==> src/rtl/rsa_modexp_core.sv <==
// Modular exponentiation engine: cal_val = message_val^private_key mod public_key,
// using bit-serial interleaved modular multiplication and right-to-left square-and-multiply.
module rsa_modexp_core #(
   parameter int unsigned WIDTH      = 64,
   parameter bit          CONST_TIME = 1'b0
) (
   input  logic             clk,
   input  logic             rst,
   input  logic             start,
   input  logic [WIDTH-1:0] private_key,
   input  logic [WIDTH-1:0] public_key,
   input  logic [WIDTH-1:0] message_val,
   output logic             busy,
   output logic             cal_done,
   output logic [WIDTH-1:0] cal_val,
   output logic             err
);

   localparam int unsigned CW = $clog2(WIDTH);
   localparam int unsigned KW = $clog2(WIDTH + 1);

   typedef enum logic [2:0] {
      S_IDLE,
      S_LOAD,
      S_MUL,
      S_UPD,
      S_FINISH
   } state_t;

   state_t           state_q, state_d;
   logic [WIDTH-1:0] exp_q, exp_d;
   logic [WIDTH-1:0] n_q, n_d;
   logic [WIDTH-1:0] msg_q, msg_d;
   logic [WIDTH-1:0] base_q, base_d;
   logic [WIDTH-1:0] res_q, res_d;
   logic [WIDTH-1:0] p_q, p_d;
   logic [WIDTH-1:0] s_q, s_d;
   logic [CW-1:0]    cnt_q, cnt_d;
   logic [KW-1:0]    nbits_q, nbits_d;
   logic             fail_q, fail_d;
   logic             busy_q, busy_d;
   logic             done_q, done_d;
   logic [WIDTH-1:0] val_q, val_d;
   logic             err_q, err_d;

   // One interleaved step: r = 2r mod n, then r = r + a mod n when the multiplier bit is set.
   function automatic logic [WIDTH-1:0] mm_step(input logic [WIDTH-1:0] r,
                                                input logic [WIDTH-1:0] a,
                                                input logic [WIDTH-1:0] n,
                                                input logic             b);
      logic [WIDTH:0] t;
      t = {r, 1'b0};
      if (t >= {1'b0, n}) t = t - {1'b0, n};
      if (b) t = t + {1'b0, a};
      if (t >= {1'b0, n}) t = t - {1'b0, n};
      return t[WIDTH-1:0];
   endfunction

   function automatic logic more_bits(input logic [WIDTH-1:0] e, input logic [KW-1:0] k);
      if (CONST_TIME) return (k < KW'(WIDTH));
      return (e != '0);
   endfunction

   logic [WIDTH-1:0] a_p_c;
   logic [WIDTH-1:0] b_src_c;
   logic             b_bit_c;
   logic [WIDTH-1:0] p_step_c;
   logic [WIDTH-1:0] s_step_c;
   logic [WIDTH-1:0] exp_sh_c;
   logic [KW-1:0]    nbits_inc_c;

   always_comb begin
      state_d  = state_q;
      exp_d    = exp_q;
      n_d      = n_q;
      msg_d    = msg_q;
      base_d   = base_q;
      res_d    = res_q;
      p_d      = p_q;
      s_d      = s_q;
      cnt_d    = cnt_q;
      nbits_d  = nbits_q;
      fail_d   = fail_q;
      busy_d   = busy_q;
      done_d   = 1'b0;
      val_d    = val_q;
      err_d    = err_q;

      // LOAD reduces the message as mulmod(1, msg); MUL shares the base bits for P and S.
      a_p_c       = (state_q == S_LOAD) ? WIDTH'(1) : res_q;
      b_src_c     = (state_q == S_LOAD) ? msg_q : base_q;
      b_bit_c     = b_src_c[cnt_q];
      p_step_c    = mm_step(p_q, a_p_c, n_q, b_bit_c);
      s_step_c    = mm_step(s_q, base_q, n_q, b_bit_c);
      exp_sh_c    = exp_q >> 1;
      nbits_inc_c = nbits_q + KW'(1);

      case (state_q)
         S_IDLE: begin
            if (start) begin
               busy_d = 1'b1;
               exp_d  = private_key;
               n_d    = public_key;
               msg_d  = message_val;
               p_d    = '0;
               s_d    = '0;
               res_d  = WIDTH'(1);
               cnt_d  = CW'(WIDTH - 1);
               nbits_d = '0;
               if (public_key < WIDTH'(2)) begin
                  fail_d  = 1'b1;
                  state_d = S_FINISH;
               end else begin
                  fail_d  = 1'b0;
                  err_d   = 1'b0;
                  state_d = S_LOAD;
               end
            end
         end
         S_LOAD: begin
            p_d = p_step_c;
            if (cnt_q == '0) begin
               base_d  = p_step_c;
               p_d     = '0;
               s_d     = '0;
               cnt_d   = CW'(WIDTH - 1);
               state_d = more_bits(exp_q, nbits_q) ? S_MUL : S_FINISH;
            end else begin
               cnt_d = cnt_q - CW'(1);
            end
         end
         S_MUL: begin
            p_d = p_step_c;
            s_d = s_step_c;
            if (cnt_q == '0) state_d = S_UPD;
            else cnt_d = cnt_q - CW'(1);
         end
         S_UPD: begin
            if (exp_q[0]) res_d = p_q;
            base_d  = s_q;
            exp_d   = exp_sh_c;
            nbits_d = nbits_inc_c;
            p_d     = '0;
            s_d     = '0;
            cnt_d   = CW'(WIDTH - 1);
            state_d = more_bits(exp_sh_c, nbits_inc_c) ? S_MUL : S_FINISH;
         end
         S_FINISH: begin
            done_d  = 1'b1;
            busy_d  = 1'b0;
            err_d   = fail_q;
            val_d   = fail_q ? '0 : res_q;
            state_d = S_IDLE;
         end
         default: state_d = S_IDLE;
      endcase
   end

   always_ff @(posedge clk) begin
      if (rst) begin
         state_q <= S_IDLE;
         exp_q   <= '0;
         n_q     <= '0;
         msg_q   <= '0;
         base_q  <= '0;
         res_q   <= '0;
         p_q     <= '0;
         s_q     <= '0;
         cnt_q   <= '0;
         nbits_q <= '0;
         fail_q  <= 1'b0;
         busy_q  <= 1'b0;
         done_q  <= 1'b0;
         val_q   <= '0;
         err_q   <= 1'b0;
      end else begin
         state_q <= state_d;
         exp_q   <= exp_d;
         n_q     <= n_d;
         msg_q   <= msg_d;
         base_q  <= base_d;
         res_q   <= res_d;
         p_q     <= p_d;
         s_q     <= s_d;
         cnt_q   <= cnt_d;
         nbits_q <= nbits_d;
         fail_q  <= fail_d;
         busy_q  <= busy_d;
         done_q  <= done_d;
         val_q   <= val_d;
         err_q   <= err_d;
      end
   end

   assign busy     = busy_q;
   assign cal_done = done_q;
   assign cal_val  = val_q;
   assign err      = err_q;

endmodule

==> config.mk <==
export PLATFORM = sky130hd
export DESIGN_NAME = rsa_modexp_core
export DESIGN_NICKNAME = d
export VERILOG_FILES = /design/src/rtl/rsa_modexp_core.sv
export SDC_FILE = /design/constraint.sdc
export NUM_CORES = 2
export LEC_CHECK = 0
export CAP_MARGIN = 20
export CORE_MARGIN = 2
export CORE_UTILIZATION = 53
export CTS_CLUSTER_DIAMETER = 150
export DETAILED_ROUTE_END_ITERATION = 10
export GPL_TIMING_DRIVEN = 0
export PLACE_DENSITY = 0.76
export SETUP_SLACK_MARGIN = 0.1
export SYNTH_ARGS = -nofsm -noshare
export SYNTH_HDL_FRONTEND = slang
export SYNTH_SLANG_ARGS = --single-unit
==> constraint.sdc <==
create_clock -name clk -period 11.2 [get_ports clk]
set_input_delay 1.68 -clock clk [delete_from_list [all_inputs] [get_ports clk]]
set_output_delay 1.68 -clock clk [all_outputs]
set_load 0.02 [all_outputs]
==> run_results.csv <==
group,metric,value,unit
min_path,hold_depth,2,
route,ant_nets,0,
layout,drive_gt1_frac,0.0776,
route,route.met2.wl,87.1,mm
sta,holdWs,0.451,ns
sta,setup_slack,0.120,ns
place,place_ws,-2.36,ns
global_routing,antenna_found_initial,15,
sta,fmax,0.0903,GHz
clock_tree,clkSinkCount,525,
route,route.top_layer_used,"met5",
yosys,ys_warn_count,0,
clock_tree,clk_path_buf_depth,3,
layout,final_core_util,0.616,
sta,finalHoldViolCount,0,
yosys,yosys-top-cells-area,"dfxtp_1 22%, ha_1 10%, a21oi_1 8.0%",
worst_setup_path,cp.required,11.80,ns
place,gp_congestion,1.05,
yosys,yosysMostFrequentCell,"nand2_1",
global_routing,grt_pass1_wl,298,mm
floorplanning,num_rows,109,
layout,area_growth,15.3,%
yosys,mappedNetlistArea,47200,um^2
sta,worst_slew_pin_slew,1.29,ns
yosys,syn_avg_cell_area,7.58,um^2
route,wl_met3,24.6,mm
min_path,hold_path_class,"reg -> reg",
yosys,synthArstFlopShare,0,
floorplanning,die_w,302,um
sta,slew_viol_final,0,
yosys,synth_edf_count,0,
sta,timing.setup.tns,0,ns
worst_setup_path,path_max_fanout,10,
power_and_ir_drop,cellLeakagePower,23.1,nW
sta,max-slew-margin-rel,0.140,
sta,fin_skew,0.0398,ns
place,postPlaceCellArea,51600,um^2
floorplanning,dieArea,91500,um^2
sta,fin_crit,11.08,ns
worst_setup_path,cpMaxStageDelayCell,"mux2i_1",
clock_tree,clk_pin_slew,0.06,ns
worst_setup_path,r2r_cells,40,
worst_setup_path,ff2ff_setup_slack,0.12,ns
worst_setup_path,cp-start-kind,"flop",
clock_tree,htree_levels,3,
sta,setup_viol,0,
yosys,yosysTopAreaCell,"dfxtp_1",
yosys,synth_fp_nets,6813,
layout,nNetsFinal,7159,
global_routing,gr-total-overflow,0,
worst_setup_path,cp-end-kind,"flop",
yosys,synth_seq_area_share,0.223,
yosys,yosys.area.top_type_share,0.223,
place,portBuffers,260,
route,drt-pass1-iter-count,9,
sta,rsz0062_at_grt,"no",
route,vias,51300,
layout,nFillCells,8105,
floorplanning,start_util,0.534,
yosys,synth_cell_type_count,89,
run_status,status,"complete, no violations",
route,wl_per_cell,26.9,um
worst_setup_path,crit_type,"reg -> reg",
worst_setup_path,crit_top_cell,"ha_1",
global_routing,grt_max_degree,14,
route,routed_wl,210,mm
yosys,synth-seq-cells,525,
yosys,synthCells,6226,
global_routing,grt_pass1_vias,47100,
worst_setup_path,worstPathArrival,11.68,ns
clock_tree,tritoncts,"done",
worst_setup_path,slowest_delay,0.77,ns
route,first_iter_violations,6194,
clock_tree,clk_latency,0.67,ns
yosys,synth_common_cells,"816 x nand2_1, 758 x a21oi_1, 525 x dfxtp_1, 386 x ha_1",
floorplanning,core_area,88400,um^2
layout,stdcell_area,54400,um^2
yosys,yosys_most_used_dff,"dfxtp_1",
power_and_ir_drop,ir_drop,0.000250,V
clock_tree,cts.root.buffer_cell,"clkbuf_16",
place,dp_hpwl,173,mm
clock_tree,cts_made_buffers,67,
global_routing,grt_usage,0.440,
route,drc_errors,0,
route,avgViaCountPerCell,6.58,
power_and_ir_drop,powerDensity,342,nW/um^2
job,maxCapViolCount,0,
route,wl_met1,83.0,mm
floorplanning,pin_count,262,
floorplanning,die_y,302,um
sta,fin_crit_sh,0.989,
## worst max-delay path: cells and delay by family (launching register included)
kind / cells / cell delay (ns)
AOI/OAI and AO/OA: 16 / 3.99
xor gates and xnor gates: 1 / 0.08
adders and majority gates: 4 / 1.19
buffers and inverters: 6 / 1.53
DFF: 1 / 0.52
muxes: 2 / 1.09
and+or+nand+nor: 11 / 2.59
## cell usage in the layout, fill, tap and decap left out, types with 27 or more instances in the layout
master | netlist | final
mux4_2 | 32 | 32
nand4_1 | 123 | 123
mux2_2 | 150 | 150
xnor2_1 | 200 | 200
or3_1 | 29 | 27
clkdlybuf4s50_1 | 0 | 260
xor2_1 | 137 | 137
and3_1 | 44 | 43
a21o_1 | 237 | 237
nor2b_1 | 99 | 99
nand2b_1 | 48 | 48
nor3_1 | 94 | 89
a211oi_1 | 43 | 40
nand2_1 | 816 | 816
o21ai_1 | 31 | 33
o21ai_0 | 286 | 280
a21oi_1 | 758 | 751
ha_1 | 386 | 384
a22oi_1 | 141 | 140
dfxtp_1 | 525 | 523
o2bb2ai_1 | 32 | 32
clkbuf_16 | 0 | 68
nand3_1 | 178 | 177
nor4_1 | 58 | 55
a22o_1 | 109 | 109
o31ai_1 | 42 | 36
inv_1 | 191 | 189
o211ai_1 | 36 | 36
clkbuf_1 | 332 | 323
o21bai_1 | 66 | 65
o21a_1 | 61 | 61
and2_1 | 34 | 34
o22ai_1 | 42 | 41
nor2_1 | 332 | 328
a31oi_1 | 58 | 55
mux2i_1 | 104 | 78
## logic make-up after synthesis
| group | Yosys count | share of synthesized area |
|---|---|---|
| compound gates | 2138 | 0.291 |
| simple gates | 1934 | 0.191 |
| buf+inv | 589 | 0.0492 |
| flops | 525 | 0.223 |
| fa+ha+maj | 392 | 0.105 |
| xor+xnor | 337 | 0.0625 |
| mux | 311 | 0.0791 |
## repair_timing
| item | in CTS | in global routing |
|---|---|---|
| hold buffers | 0 | 0 |
| setup buffers | 3 | 4 |
| gates resized for setup | 71 | 69 |
| pin swaps | 2 | 5 |
| setup endpoints to repair | 192 | 191 |
## per-layer routing
layer  vias to the layer above  global-route usage
met5                         -                   0
met4                        14               0.271
met3                       603               0.131
met2                      2942               0.659
met1                     24100               0.555
li1                      23600                   -
## state kept, by name, summed over array words and instances (netlist names), 6 cells and up
| register | cells |
|---|---|
| base_q | 64 |
| cal_val | 64 |
| cnt_q | 6 |
| exp_q | 64 |
| msg_q | 64 |
| n_q | 64 |
| p_q | 64 |
| res_q | 64 |
| s_q | 64 |
## final timing paths
path	from	end
min	n_q[36]	n_q[36]
max	n_q[1]	p_q[44]
min reg2reg	n_q[36]	n_q[36]
max reg2reg	n_q[1]	p_q[44]
## area by class of cell
class	instances	area (um^2)	area share
Clock buffer	92	1880	0.0346
Antenna cell	11	27.5	0.000506
Buffer	385	1610	0.0295
Clock inverter	30	390	0.00717
Inverter	191	717	0.0132
Multi-Input combinational cell	5112	34800	0.640
Tap cell	1165	1460	0.0268
Sequential cell	525	10500	0.193
Timing Repair Buffer	290	2990	0.0550
## through the flow
| stage | total power, mW | std cells |
|---|---|---|
| floorplan | 10.7 | 6226 |
| global placement | 15.1 | 7651 |
| detailed placement | 15.1 | 7671 |
| CTS | 17.7 | 7792 |
| global route | 19.3 | 7792 |
| finish | 18.6 | 7801 |
## power breakdown
part	switching [mW]	total [mW]	internal (mW)
combinational	9.27	14.1	4.88
clock	0.936	2.30	1.37
sequential	0.168	2.18	2.01
(Power assumes the default switching activity.)
